==> config.mk <==
export PLATFORM = sky130hd
export DESIGN_NAME = game_of_life_flat
export DESIGN_NICKNAME = d
export VERILOG_FILES = /design/src/rtl/gol_pkg.sv /design/src/rtl/game_of_life_if.sv /design/src/rtl/gol_cell_next.sv /design/src/rtl/game_of_life.sv /design/src/flat_wrapper.sv
export SDC_FILE = /design/constraint.sdc
export NUM_CORES = 1
export LEC_CHECK = 0
export ABC_CLOCK_PERIOD_IN_PS = 4400
export BUFFER_PORTS_ARGS = -buffer_cell sky130_fd_sc_hd__buf_2
export CORE_MARGIN = 2
export CORE_UTILIZATION = 45
export DETAILED_ROUTE_END_ITERATION = 10
export PLACE_DENSITY_LB_ADDON = 0.05
export SLEW_MARGIN = 20
export SYNTH_ARGS = -nofsm -noshare
export SYNTH_HDL_FRONTEND = slang
export SYNTH_SLANG_ARGS = --single-unit
export TNS_END_PERCENT = 1
==> constraint.sdc <==
create_clock -name clk -period 4.4 [get_ports clk]
set_input_delay 0 -clock clk [delete_from_list [all_inputs] [get_ports clk]]
set_output_delay 0 -clock clk [all_outputs]
set_load 0.05 [all_outputs]
==> src/rtl/gol_pkg.sv <==
// ============================================================================
// Module  : gol_pkg
// Brief   : Shared constants, types and index helper for the game_of_life engine.
// Revision: 1.0 - initial release
// ============================================================================
`default_nettype none

package gol_pkg;

    localparam int c_GRID_SIZE     = 8;
    localparam int c_UPDATE_PERIOD = 4;
    localparam int c_GEN_W         = 32;

    typedef enum logic [0:0] {
        ST_RUN    = 1'b0,
        ST_PAUSED = 1'b1
    } run_state_t;

    typedef struct packed {
        logic clk;
        logic pause;
        logic moveleft;
        logic moveright;
        logic moveup;
        logic movedown;
    } golcontrols;

    typedef struct packed {
        logic [c_GRID_SIZE*c_GRID_SIZE-1:0] grid;
        logic                               updatesignal;
        logic                               controlsignal;
        logic                               paused;
        logic [c_GEN_W-1:0]                 generation;
    } golmachine;

    function automatic int idx(input int x, input int y, input int n = c_GRID_SIZE);
        return x + y * n;
    endfunction

endpackage

`default_nettype wire

==> src/rtl/game_of_life_if.sv <==
// ============================================================================
// Module  : game_of_life_if
// Brief   : Control, load and display-side signals of the game_of_life engine.
// Revision: 1.0 - initial release
// ============================================================================
`default_nettype none

interface game_of_life_if #(
    parameter int GRID_SIZE = 8,
    parameter int GEN_W     = 32
);
    localparam int c_CW = $clog2(GRID_SIZE);

    logic                           pause;
    logic                           moveleft;
    logic                           moveright;
    logic                           moveup;
    logic                           movedown;
    logic                           toggle;
    logic                           load_en;
    logic [c_CW-1:0]                load_x;
    logic [c_CW-1:0]                load_y;
    logic                           load_val;
    logic [GRID_SIZE*GRID_SIZE-1:0] grid;
    logic [GEN_W-1:0]               generation;
    logic                           paused;
    logic [c_CW-1:0]                cursor_x;
    logic [c_CW-1:0]                cursor_y;
    logic                           updatesignal;
    logic                           controlsignal;

    modport master (
        output pause, moveleft, moveright, moveup, movedown, toggle,
        output load_en, load_x, load_y, load_val,
        input  grid, generation, paused, cursor_x, cursor_y,
        input  updatesignal, controlsignal
    );

    modport slave (
        input  pause, moveleft, moveright, moveup, movedown, toggle,
        input  load_en, load_x, load_y, load_val,
        output grid, generation, paused, cursor_x, cursor_y,
        output updatesignal, controlsignal
    );

endinterface

`default_nettype wire

==> src/rtl/gol_cell_next.sv <==
// ============================================================================
// Module  : gol_cell_next
// Brief   : Next state of one cell from its 3x3 neighbourhood (centre = bit 4).
// Revision: 1.0 - initial release
// ============================================================================
`default_nettype none

module gol_cell_next (
    input  logic [8:0] i_nbhd,
    output logic       o_next
);

    logic [3:0] w_cnt;

    always_comb begin
        w_cnt = {3'b000, i_nbhd[0]} + {3'b000, i_nbhd[1]} + {3'b000, i_nbhd[2]}
              + {3'b000, i_nbhd[3]} + {3'b000, i_nbhd[5]}
              + {3'b000, i_nbhd[6]} + {3'b000, i_nbhd[7]} + {3'b000, i_nbhd[8]};
        o_next = (w_cnt == 4'd3) | (i_nbhd[4] & (w_cnt == 4'd2));
    end

endmodule

`default_nettype wire

==> src/rtl/game_of_life.sv <==
// ============================================================================
// Module  : game_of_life
// Brief   : Conway's Life engine with pause, cursor edit and cell load.
//           Define GOL_WRAP_EN for a toroidal grid.
// Revision: 1.0 - initial release
// ============================================================================
`default_nettype none

module game_of_life
    import gol_pkg::*;
#(
    parameter int GRID_SIZE     = c_GRID_SIZE,
    parameter int UPDATE_PERIOD = c_UPDATE_PERIOD,
    parameter int GEN_W         = c_GEN_W
) (
    input  logic         clk,
    input  logic         reset,
    game_of_life_if.slave gif
);

    localparam int              c_CW    = $clog2(GRID_SIZE);
    localparam int              c_NCELL = GRID_SIZE * GRID_SIZE;
    localparam int              c_TW    = (UPDATE_PERIOD > 1) ? $clog2(UPDATE_PERIOD) : 1;
    localparam logic [c_CW-1:0] c_MAX   = c_CW'(GRID_SIZE - 1);
    localparam logic [c_TW-1:0] c_TMAX  = c_TW'(UPDATE_PERIOD - 1);

    // Bit order: {toggle, movedown, moveup, moveright, moveleft, pause}
    logic [5:0]        r_ctl_cur;
    logic [5:0]        r_ctl_prev;
    logic [5:0]        w_edge;
    logic              w_pause_edge;
    logic              w_mv_x;
    logic              w_mv_y;
    logic              w_toggle_ok;
    run_state_t        r_state;
    run_state_t        w_state_d;
    logic [c_TW-1:0]   r_timer;
    logic              w_step;
    logic [c_CW-1:0]   r_cx;
    logic [c_CW-1:0]   r_cy;
    logic [c_NCELL-1:0] r_grid;
    logic [c_NCELL-1:0] w_next_grid;
    logic [c_NCELL-1:0] w_grid_d;
    logic [GEN_W-1:0]  r_gen;
    logic              r_upd;
    logic              r_ctrl;

    always_ff @(posedge clk) begin
        if (reset) begin
            r_ctl_cur  <= '0;
            r_ctl_prev <= '0;
        end else begin
            r_ctl_cur  <= {gif.toggle, gif.movedown, gif.moveup,
                           gif.moveright, gif.moveleft, gif.pause};
            r_ctl_prev <= r_ctl_cur;
        end
    end

    assign w_edge       = r_ctl_cur & ~r_ctl_prev;
    assign w_pause_edge = w_edge[0];
    assign w_mv_x       = w_edge[1] ^ w_edge[2];
    assign w_mv_y       = w_edge[3] ^ w_edge[4];
    assign w_toggle_ok  = w_edge[5] & (r_state == ST_PAUSED);

    always_ff @(posedge clk) begin
        if (reset) begin
            r_state <= ST_RUN;
        end else begin
            r_state <= w_state_d;
        end
    end

    always_comb begin
        w_state_d = r_state;
        if (w_pause_edge) begin
            w_state_d = (r_state == ST_RUN) ? ST_PAUSED : ST_RUN;
        end
    end

    // A step that coincides with a pause edge still completes.
    assign w_step = (r_state == ST_RUN) && (r_timer == c_TMAX);

    always_ff @(posedge clk) begin
        if (reset) begin
            r_timer <= '0;
        end else if (w_pause_edge || (r_state == ST_PAUSED) || w_step) begin
            r_timer <= '0;
        end else begin
            r_timer <= r_timer + c_TW'(1);
        end
    end

    always_ff @(posedge clk) begin
        if (reset) begin
            r_cx <= '0;
            r_cy <= '0;
        end else begin
            if (w_mv_x) begin
                if (w_edge[1]) r_cx <= (r_cx == '0)    ? c_MAX : r_cx - c_CW'(1);
                else           r_cx <= (r_cx == c_MAX) ? '0    : r_cx + c_CW'(1);
            end
            if (w_mv_y) begin
                if (w_edge[3]) r_cy <= (r_cy == '0)    ? c_MAX : r_cy - c_CW'(1);
                else           r_cy <= (r_cy == c_MAX) ? '0    : r_cy + c_CW'(1);
            end
        end
    end

    for (genvar gy = 0; gy < GRID_SIZE; gy++) begin : g_row
        for (genvar gx = 0; gx < GRID_SIZE; gx++) begin : g_col
            localparam logic [c_CW-1:0] c_X = c_CW'(gx);
            localparam logic [c_CW-1:0] c_Y = c_CW'(gy);
            localparam int              c_I = gy * GRID_SIZE + gx;

            logic [8:0] w_nbhd;
            logic       w_cur_hit;
            logic       w_load_hit;
            logic       w_cell_d;

            for (genvar dy = 0; dy < 3; dy++) begin : g_dy
                for (genvar dx = 0; dx < 3; dx++) begin : g_dx
                    localparam int c_NX = gx + dx - 1;
                    localparam int c_NY = gy + dy - 1;
`ifdef GOL_WRAP_EN
                    localparam int c_WX = (c_NX + GRID_SIZE) % GRID_SIZE;
                    localparam int c_WY = (c_NY + GRID_SIZE) % GRID_SIZE;
                    assign w_nbhd[dy*3+dx] = r_grid[c_WY*GRID_SIZE+c_WX];
`else
                    if (c_NX >= 0 && c_NX < GRID_SIZE && c_NY >= 0 && c_NY < GRID_SIZE) begin : g_in
                        assign w_nbhd[dy*3+dx] = r_grid[c_NY*GRID_SIZE+c_NX];
                    end else begin : g_out
                        assign w_nbhd[dy*3+dx] = 1'b0;
                    end
`endif
                end
            end

            gol_cell_next u_cell (
                .i_nbhd (w_nbhd),
                .o_next (w_next_grid[c_I])
            );

            assign w_cur_hit  = (r_cx == c_X) && (r_cy == c_Y);
            assign w_load_hit = gif.load_en && (gif.load_x == c_X) && (gif.load_y == c_Y);

            // Priority low to high: step/hold, toggle, load.
            always_comb begin
                w_cell_d = w_step ? w_next_grid[c_I] : r_grid[c_I];
                if (w_toggle_ok && w_cur_hit) w_cell_d = ~w_cell_d;
                if (w_load_hit)               w_cell_d = gif.load_val;
            end

            assign w_grid_d[c_I] = w_cell_d;
        end
    end

    always_ff @(posedge clk) begin
        if (reset) begin
            r_grid <= '0;
            r_gen  <= '0;
            r_upd  <= 1'b0;
            r_ctrl <= 1'b0;
        end else begin
            r_grid <= w_grid_d;
            if (w_step) r_gen <= r_gen + GEN_W'(1);
            r_upd  <= w_step;
            r_ctrl <= w_pause_edge | w_mv_x | w_mv_y | w_toggle_ok;
        end
    end

    assign gif.grid          = r_grid;
    assign gif.generation    = r_gen;
    assign gif.paused        = (r_state == ST_PAUSED);
    assign gif.cursor_x      = r_cx;
    assign gif.cursor_y      = r_cy;
    assign gif.updatesignal  = r_upd;
    assign gif.controlsignal = r_ctrl;

endmodule

`default_nettype wire

==> src/flat_wrapper.sv <==
// flat-port wrapper written by rule: the top's interface ports become plain ports
module game_of_life_flat import gol_pkg::*;
#(
    parameter int GRID_SIZE     = c_GRID_SIZE,
    parameter int UPDATE_PERIOD = c_UPDATE_PERIOD,
    parameter int GEN_W         = c_GEN_W
)
  (clk, reset, gif_pause, gif_moveleft, gif_moveright, gif_moveup, gif_movedown, gif_toggle, gif_load_en, gif_load_x, gif_load_y, gif_load_val, gif_grid, gif_generation, gif_paused, gif_cursor_x, gif_cursor_y, gif_updatesignal, gif_controlsignal);
  game_of_life_if #(.GRID_SIZE(GRID_SIZE), .GEN_W(GEN_W)) gif_i ();
  input  logic clk;
  input  logic reset;
  input wire logic [$bits(gif_i.pause)-1:0] gif_pause;
  input wire logic [$bits(gif_i.moveleft)-1:0] gif_moveleft;
  input wire logic [$bits(gif_i.moveright)-1:0] gif_moveright;
  input wire logic [$bits(gif_i.moveup)-1:0] gif_moveup;
  input wire logic [$bits(gif_i.movedown)-1:0] gif_movedown;
  input wire logic [$bits(gif_i.toggle)-1:0] gif_toggle;
  input wire logic [$bits(gif_i.load_en)-1:0] gif_load_en;
  input wire logic [$bits(gif_i.load_x)-1:0] gif_load_x;
  input wire logic [$bits(gif_i.load_y)-1:0] gif_load_y;
  input wire logic [$bits(gif_i.load_val)-1:0] gif_load_val;
  output wire logic [$bits(gif_i.grid)-1:0] gif_grid;
  output wire logic [$bits(gif_i.generation)-1:0] gif_generation;
  output wire logic [$bits(gif_i.paused)-1:0] gif_paused;
  output wire logic [$bits(gif_i.cursor_x)-1:0] gif_cursor_x;
  output wire logic [$bits(gif_i.cursor_y)-1:0] gif_cursor_y;
  output wire logic [$bits(gif_i.updatesignal)-1:0] gif_updatesignal;
  output wire logic [$bits(gif_i.controlsignal)-1:0] gif_controlsignal;
  assign gif_i.pause = gif_pause;
  assign gif_i.moveleft = gif_moveleft;
  assign gif_i.moveright = gif_moveright;
  assign gif_i.moveup = gif_moveup;
  assign gif_i.movedown = gif_movedown;
  assign gif_i.toggle = gif_toggle;
  assign gif_i.load_en = gif_load_en;
  assign gif_i.load_x = gif_load_x;
  assign gif_i.load_y = gif_load_y;
  assign gif_i.load_val = gif_load_val;
  assign gif_grid = gif_i.grid;
  assign gif_generation = gif_i.generation;
  assign gif_paused = gif_i.paused;
  assign gif_cursor_x = gif_i.cursor_x;
  assign gif_cursor_y = gif_i.cursor_y;
  assign gif_updatesignal = gif_i.updatesignal;
  assign gif_controlsignal = gif_i.controlsignal;
  game_of_life #(.GRID_SIZE(GRID_SIZE), .UPDATE_PERIOD(UPDATE_PERIOD), .GEN_W(GEN_W)) u_core (.clk(clk), .reset(reset), .gif(gif_i));
endmodule
---- After elaboration in Yosys (flattened, before gate mapping) ----
Index checks and enable logic that the tools add are counted.
word-level totals
  register bits after elaboration ......... 119
  input port bits ......................... 16
  logic and storage cells ................. 1,130
operators by class
  add/subtract/negate cells ............... 355
  equality and inequality tests ........... 157
  multiplexer cells ....................... 199
  bitwise operators ....................... 201
  reduce and logical (&&, ||, !) cells .... 208
operator list
  operator               count
  $add 4x1->4            278
  $eq 4x2->1 const B     124
  $logic_and 1x1->1      201
  $mux 1                 193
  $add 1x1->2            57
  $or 1x1->1             67
  $and 1x1->1            65
  $not 1->1              65
  $eq 3x3->1 const B     16
  $eq 3x2->1 const B     12
  $add 32x1->32 const B  1
  $add 2x1->3            8
  $add 3x1->4            6
  $mux 3                 6
  $eq 3x1->1 const B     4
  $logic_not 3->1        4
  $add 3x1->3 const B    2
  $and 6x6->6            1
  $not 6->6              1
  $sub 3x1->3 const B    2
  $add 2x1->2 const B    1
  $eq 2x2->1 const B     1
  $logic_or 1x1->1       2
  $reduce_or 2->1        1
  $xor 1x1->1            2

---- Logic depth before layout (Yosys ltp) ----
Gate-level depths: netlist of run 1.
  depth after elaboration ................. 14
  depth in mapped cells ................... 12

---- Hierarchy ----
A second synthesis of run 1 with hierarchy kept.
second synthesis, totals
  cell total of the unflattened synthesis .. 1,923
  area, all modules ....................... 17,707.0 um^2
modules (own cells, without submodules)
  module                                                times used  cells an instance  area an instance (um^2)
  game_of_life                                          1           835                6,861.6
  gol_cell_next at u_core.g_row[1].g_col[1].u_cell ...  35          17                 162.7
  gol_cell_next at u_core.g_row[0].g_col[0].u_cell ...  29          17                 177.7

---- Worst setup path before layout of run 1 ----
Ideal clock, no wire load.
  kind .................................... register to register
  start point ............................. register u_core.r_grid[20], in the netlist u_core.gif.grid[20]
  end point ............................... register u_core.r_grid[27], in the netlist u_core.gif.grid[27]
  arrival time ............................ 3,900 ps
  slack ................................... 409 ps
  stages on the path, launching flop included .. 12
  period minus slack after synthesis ...... 3,991 ps
  cell sequence ........................... dfxtp_1 -> inv_1 -> fa_1 -> fa_1 -> inv_1 -> fa_1 -> inv_1 -> fa_1 -> nor4b_1 -> a211oi_1 -> a311o_1 -> a311oi_1
between the ends
  cells in the longest elaborated chain, start to end .. 13
RTL lines
  element                      RTL line             text
  from (decl)                  game_of_life.sv:41   logic [c_NCELL-1:0] r_grid;
  from (signal assigned)       game_of_life.sv:164  r_grid <= w_grid_d;
  $add 4x1->4 *                gol_cell_next.sv:16  w_cnt = {3'b000, i_nbhd[0]} + {3'b000, i_nbhd[1]} + {3'b000, i_nbhd[2]}
  $add 4x1->4 * (2 in series)  gol_cell_next.sv:17  + {3'b000, i_nbhd[3]} + {3'b000, i_nbhd[5]}
  $add 4x1->4 * (3 in series)  gol_cell_next.sv:18  + {3'b000, i_nbhd[6]} + {3'b000, i_nbhd[7]} + {3'b000, i_nbhd[8]};
  $eq 4x2->1                   gol_cell_next.sv:19  o_next = (w_cnt == 4'd3) | (i_nbhd[4] & (w_cnt == 4'd2));
  $and 1x1->1                  gol_cell_next.sv:19
  $or 1x1->1 *                 gol_cell_next.sv:19
  $mux 1 *                     game_of_life.sv:148  w_cell_d = w_step ? w_next_grid[c_I] : r_grid[c_I];
  $not 1->1                    game_of_life.sv:149  if (w_toggle_ok && w_cur_hit) w_cell_d = ~w_cell_d;
  $mux 1 *                     game_of_life.sv:149
  $mux 1 *                     game_of_life.sv:150  if (w_load_hit) w_cell_d = gif.load_val;
Mark *: on every way between the ends. The rest lies on a longest branch, timed or not.
A chain may end at the register's enable or synchronous reset.

---- Worst setup path in the final report of run 1 ----
  start point ............................. register u_core.r_grid[28], in the netlist u_core.gif.grid[28]
  end point ............................... register u_core.r_grid[27], in the netlist u_core.gif.grid[27]
between the ends
  cells in the longest elaborated chain, start to end .. 11
RTL lines
  element                      RTL line
  $add 4x1->4 *                gol_cell_next.sv:17
  $add 4x1->4 * (3 in series)  gol_cell_next.sv:18
  $eq 4x2->1                   gol_cell_next.sv:19
  $and 1x1->1                  gol_cell_next.sv:19
  $or 1x1->1 *                 gol_cell_next.sv:19
  $mux 1 *                     game_of_life.sv:148
  $not 1->1                    game_of_life.sv:149
  $mux 1 *                     game_of_life.sv:149
  $mux 1 *                     game_of_life.sv:150
Marked as above.

==> results of run 1 <==
-- per-stage QoR --
step | cells | power, µW
6_report | 2274 | 3220
5_1_grt | 2274 | 3342
4_1_cts | 2274 | 3249
3_5_place_dp | 2236 | 1694
3_3_place_gp | 2236 | 1687
2_1_floorplan | 1731 | 1512
-- placed cells by master (no fill, tap or decap), drive strengths merged, types with 7 or more instances in the layout --
cell | netlist | layout
inv | 358 | 361
fa | 196 | 196
ha | 165 | 165
buf | 19 | 146
nand2 | 124 | 124
dfxtp | 119 | 119
a21oi | 79 | 79
a211oi | 53 | 53
nor2 | 45 | 45
nor3b | 43 | 43
nor2b | 42 | 42
o2111ai | 39 | 39
a311o | 39 | 39
nor4b | 37 | 37
a31oi | 36 | 36
a21o | 33 | 33
xnor2 | 30 | 30
and3b | 27 | 27
nand3 | 27 | 27
o22ai | 20 | 20
clkbuf | 70 | 19
or4 | 18 | 18
o31ai | 14 | 14
o21bai | 13 | 13
o21ai | 11 | 11
and2 | 10 | 10
nor3 | 9 | 9
a311oi | 7 | 7
nand4 | 7 | 7
or3 | 7 | 7
-- report_power, final --
part | switching (µW) | total, µW | internal, µW
combinational | 371 | 535 | 164
clock | 615 | 1540 | 928
sequential | 40.5 | 1140 | 1100
total | 1030 | 3220 | 2190
-- registers in the layout, indices dropped and copies added, names as in the netlist --
name / flops
u_core.gif.cursor_y: 3
u_core.gif.controlsignal: 1
u_core.gif.grid: 64
u_core.r_timer: 2
u_core.gif.generation: 32
u_core.gif.updatesignal: 1
u_core.gif.paused: 1
u_core.gif.cursor_x: 3
u_core.r_ctl_prev: 6
u_core.r_ctl_cur: 6
-- area by class of cell --
cell class | instances | share of cell area (%)
Multi-Input combinational cell | 1165 | 66.10
Tap cell | 448 | 3.281
Inverter | 358 | 7.866
Clock buffer | 19 | 2.651
Timing Repair Buffer | 152 | 5.171
Sequential cell | 119 | 13.94
Clock inverter | 13 | 0.9887
-- critical path: stages (launching register included) --
cell and delay [ns]:
dfxtp_1 0.59, inv_1 0.30, fa_1 0.54, fa_1 0.49
inv_1 0.05, fa_1 0.39, inv_1 0.08, fa_1 0.43
nor4b_1 0.32, a211oi_1 0.15, a311o_1 0.36, a311oi_1 0.25
-- layer usage --
layer / vias up / track usage, % / wire, µm
met5: - / 0 / 0
met4: 0 / 5.108 / 599
met3: 32 / 3.539 / 1682
met2: 240 / 41.91 / 20630
met1: 6356 / 33.44 / 19970
li1: 6062 / - / -
-- worst paths after layout --
path / start / endpoint
setup / recovery: u_core.gif.grid[28]$_SDFF_PP0_ / u_core.gif.grid[27]$_SDFF_PP0_
hold / removal: gif_load_x[1] / u_core.gif.grid[41]$_SDFF_PP0_
setup reg to reg: u_core.gif.grid[28]$_SDFF_PP0_ / u_core.gif.grid[27]$_SDFF_PP0_
hold reg to reg: u_core.r_timer[0]$_SDFF_PP0_ / u_core.r_timer[0]$_SDFF_PP0_
-- kinds of logic (layout without fill, tap and decap cells) --
| group | Yosys count | count (layout) |
|---|---|---|
| XOR/XNOR | 33 | 33 |
| flip-flops | 119 | 119 |
| multiplexers | 1 | 1 |
| adder cells (fa/ha/maj) | 361 | 361 |
| AO/OA/AOI/OAI | 354 | 354 |
| AND/OR/NAND/NOR | 416 | 416 |
| buffers and inverters | 447 | 542 |
==> results.yml, run 1 <==
outcome:
  status: "finished, final reports clean"
layout:
  post-route-util_pct: 50.95
  nNetsFinal: 2190
  layout.area.seq_um2: 2382
  drive_gt1_share_pct: 10.62
  multi_input_area_um2: 11290
  nFillCells: 3268
  antennaDiodeCount: 0
  areaGrowthSynthToFinish_pct: 11.41
  stdcell_area_um2: 17080
clock_network:
  cts_made_buffers: 17
  post_cts_buffers: 0
  clockBufferDepth: 2
  tritoncts: "done"
  clock_sinks: 119
  cts_root_buf: "clkbuf_16"
  clkTransAtPathRegs_ns: 0.07
  post_cts_resize_count: 0
  h-tree-depth: 4
  holdBufCountCts: 6
  clk-insertion-delay-late_ns: 0.44
setup_path:
  end_kind: "flip-flop"
  rr_worst_depth: 11
  critPathKind: "reg -> reg"
  cp_max_fo: 7
  r2r_slack_ns: 0.36
  crit_arrival_ns: 4.38
  required_ns: 4.74
  startpoint_type: "flip-flop"
logic_synthesis:
  synthTopCellsByCount: "inv_1, fa_1, ha_1, nand2_1, dfxtp_1"
  synth_edf_count: 0
  muxShareOfSynthArea_pct: 0.07343
  synth_top_family_by_area: "adder cells"
  ys_warn_count: 0
  yosysMostFrequentCell: "inv_1"
  syn-cell-area_um2: 15330
  synth_simple_gate_area_share_pct: 15.90
  syn_avg_cell_area_um2: 8.859
  synthDistinctLibCells: 52
  syn_inst: 1731
  synthXorXnorAreaFrac_pct: 1.885
  yosys_most_used_dff: "dfxtp_1"
  synth_top_area_share_pct: 25.59
  synthAdderAreaFrac_pct: 39.05
  yosysSeqAreaShare_pct: 15.54
  synth_area_leaders: "fa_1, dfxtp_1, ha_1, inv_1, nand2_1"
  yosysTopAreaCell: "fa_1"
  postSynth.asyncResetShare_pct: 0
  ys_ff_latch: 119
  syn_nets: 2108
  synth_compound_area_share_pct: 16.47
power_and_ir_drop:
  p_per_area_nw_per_um2: 188.5
  leakage_uw: 0.007972
  peakVddDrop_mv: 0.2552
routing:
  wl_um: 42890
  via_count: 12690
  first_pass_iters: 6
  viasPerCell: 5.580
  drc: 0
  wl_per_cell_um: 18.86
  postRouteAntennaNets: 0
  drt_iter0_markers: 769
timing:
  skew_ns: 0.01571
  fin_crit_sh_pct: 91.75
  relSlewSlack_pct: 35.27
  fmaxAchievable_mhz: 247.7
  fin_ws_ns: 0.3632
  final_max_slew_viol_count: 0
  finalSetupViolCount: 0
  tns_ns: 0
  rsz0062_at_grt: "false"
  period_needed_ns: 4.037
  holdWs_ns: 0.05322
  hold_viol_final: 0
  worst_slew_pin_slew_ns: 0.9710
grt:
  grt_max_degree: 84
  grt_pass1_wl_um: 68770
  antenna_found_initial: 0
  track_usage_pct: 24.65
  grt_overflow: 0
  grt_pass1_vias: 12400
placement:
  portBuffers: 120
  pre_cts_slack_ns: 0.3953
  place_area_um2: 16400
  gp_congestion: 0.8055
  dp_hpwl_um: 31480
floorplan:
  rows: 67
  pin_count: 121
  dieWidth_um: 188.6
  core_area_um2: 33530
  start_util_pct: 45.73
  die-height_um: 188.6
  die_area_um2: 35570
min_path:
  worstHoldPathType: "in -> reg"
  hold_path_depth: 4
job:
  max_cap_viol_count: 0
No activity file was read; power rests on OpenSTA's default activity.
==> run 2, diff against run 1 <==
--- a/config.mk
+++ b/config.mk
@@ -7,7 +7,7 @@
 export LEC_CHECK = 0
 export ABC_CLOCK_PERIOD_IN_PS = 4400
 export BUFFER_PORTS_ARGS = -buffer_cell sky130_fd_sc_hd__buf_2
-export CORE_MARGIN = 2
+export CORE_MARGIN = 1.5
 export CORE_UTILIZATION = 45
 export DETAILED_ROUTE_END_ITERATION = 10
 export PLACE_DENSITY_LB_ADDON = 0.05
==> run 2 against run 1 <==
Effect of this change: via count fell by 0.63%; sequential power about the same; first-iteration DRC count down 15%; design area about the same; count of clock-buffer cells in the layout is the same; clock power about the same; sequential cell count did not move; routed wire length is 0.98% lower; critical path type unchanged; largest cell class unchanged.
==> results.yml, run 2 (synthesis gave the netlist of run 1 again) <==
placement:
  pre_cts_slack_ns: 0.4004
  portBuffers: 120
  dp.cells: 2239
  dp_hpwl_um: 31830
  gp_congestion: 0.8311
setup_path:
  critPathKind: "reg -> reg"
  startpoint_type: "flip-flop"
  end_kind: "flip-flop"
  cp_max_fo: 7
  crit_arrival_ns: 4.35
  required_ns: 4.75
power_and_ir_drop:
  leakage_uw: 0.007986
  p_per_area_nw_per_um2: 187.6
  p_sw_share_pct: 31.60
  combPwrFrac_pct: 16.6
  seq_power_share_pct: 35.6
  p_clk_share_pct: 47.8
  p_sw_uw: 1013
  peakVddDrop_mv: 0.2696
  p_int_uw: 2193
layout:
  drive_gt1_share_pct: 10.66
  nFillCells: 3222
  areaGrowthSynthToFinish_pct: 11.45
  final_common_cell: "inv_1"
  layout.area.seq_um2: 2382
  antennaDiodeCount: 0
  nNetsFinal: 2193
  multi_input_area_um2: 11290
  stdcell_count: 2277
  mostFrequentLayoutCells: "inv_1, fa_1, ha_1"
  largest_reg_flops: 64
  post-route-util_pct: 50.97
routing:
  viasPerCell: 5.538
  drt_iter0_markers: 654
  first_pass_iters: 5
  wl_um: 42470
  drc: 0
  wl_per_cell_um: 18.65
  via_count: 12610
  postRouteAntennaNets: 0
grt:
  grt_overflow: 0
  grt_pass1_wl_um: 69030
  grt_max_degree: 90
  antenna_found_initial: 1
  grt_pass1_vias: 12710
  track_usage_pct: 24.87
timing:
  period_needed_ns: 4.002
  finalSetupViolCount: 0
  fin_ws_ns: 0.3982
  final_max_slew_viol_count: 0
  hold_viol_final: 0
  tns_ns: 0
  fmaxAchievable_mhz: 249.9
  rsz0062_at_grt: "false"
  relSlewSlack_pct: 24.78
  skew_ns: 0.01086
  fin_crit_sh_pct: 90.95
  worst_slew_pin_slew_ns: 1.126
clock_network:
  h-tree-depth: 4
  cts_made_buffers: 17
  post_cts_resize_count: 0
  clk-insertion-delay-late_ns: 0.43
  clock_sinks: 119
  post_cts_buffers: 0
  clkTransAtPathRegs_ns: 0.07
  holdBufCountCts: 6
  clockBufferDepth: 2
  tritoncts: "done"
  cts_root_buf: "clkbuf_16"
job:
  max_cap_viol_count: 0
floorplan:
  pin_count: 121
  die-height_um: 187.6
  rows: 67
  die_area_um2: 35190
  start_util_pct: 45.73
  core_area_um2: 33530
  dieWidth_um: 187.6
min_path:
  worstHoldPathType: "in -> reg"
outcome:
  status: "finished, final reports clean"
[run 2: cell count changes in the layout (fill, tap and decap cells not counted), sizes merged]
cell | previous run | this run
buf | 146 | 149
inv | 361 | 360
clkinvlp | 4 | 3
clkinv | 3 | 5
[run 2: power groups by stage]
stage                     clock network [µW]  logic [µW]  registers (µW)
after detailed placement                   0         530            1160
after floorplan                            0         303            1210
final                                   1530         533            1140
after global routing                    1600         586            1140
after global placement                     0         526            1160
after CTS                               1560         535            1140
[run 2: metal layers]
| metal | track usage, % | wire length, µm |
|---|---|---|
| met1 | 34.18 | 20130 |
| met2 | 41.40 | 19780 |
| met4 | 6.769 | 898 |
| met3 | 2.957 | 1653 |
| met5 | 0 | 0 |
[run 2: worst paths after layout]
path	end	from	slack (ns)	cells after the start
setup / recovery	u_core.gif.grid[27]$_SDFF_PP0_	u_core.gif.grid[28]$_SDFF_PP0_	0.40	11
setup reg to reg	u_core.gif.grid[27]$_SDFF_PP0_	u_core.gif.grid[28]$_SDFF_PP0_	0.40	11
hold / removal	u_core.gif.grid[18]$_SDFF_PP0_	gif_load_x[0]	0.07	4
hold reg to reg	u_core.r_timer[0]$_SDFF_PP0_	u_core.r_timer[0]$_SDFF_PP0_	0.43	1
[run 2: layout make-up]
| class | count | area share [%] |
|---|---|---|
| Clock inverter | 13 | 0.9957 |
| Tap cell | 448 | 3.280 |
| Multi-Input combinational cell | 1165 | 66.04 |
| Inverter | 358 | 7.863 |
| Timing Repair Buffer | 155 | 5.227 |
| Clock buffer | 19 | 2.650 |
| Sequential cell | 119 | 13.94 |
[run 2: through the flow]
step	total power, µW	area, µm²	hold WS, ns
2_1_floorplan	1512	15330	0.1282
3_3_place_gp	1690	16410	0.2074
3_5_place_dp	1694	16410	0.2132
4_1_cts	3231	17090	0.05251
5_1_grt	3328	17090	0.1055
6_report	3206	17090	0.07068
[run 2: critical path, cell delays in order, from the launching register on]
cell and delay (ns):
dfxtp_1 0.59, inv_1 0.28, fa_1 0.53, fa_1 0.49, inv_1 0.05, fa_1 0.41, inv_1 0.09, fa_1 0.43
nor4b_1 0.32, a211oi_1 0.14, a311o_1 0.36, a311oi_1 0.24
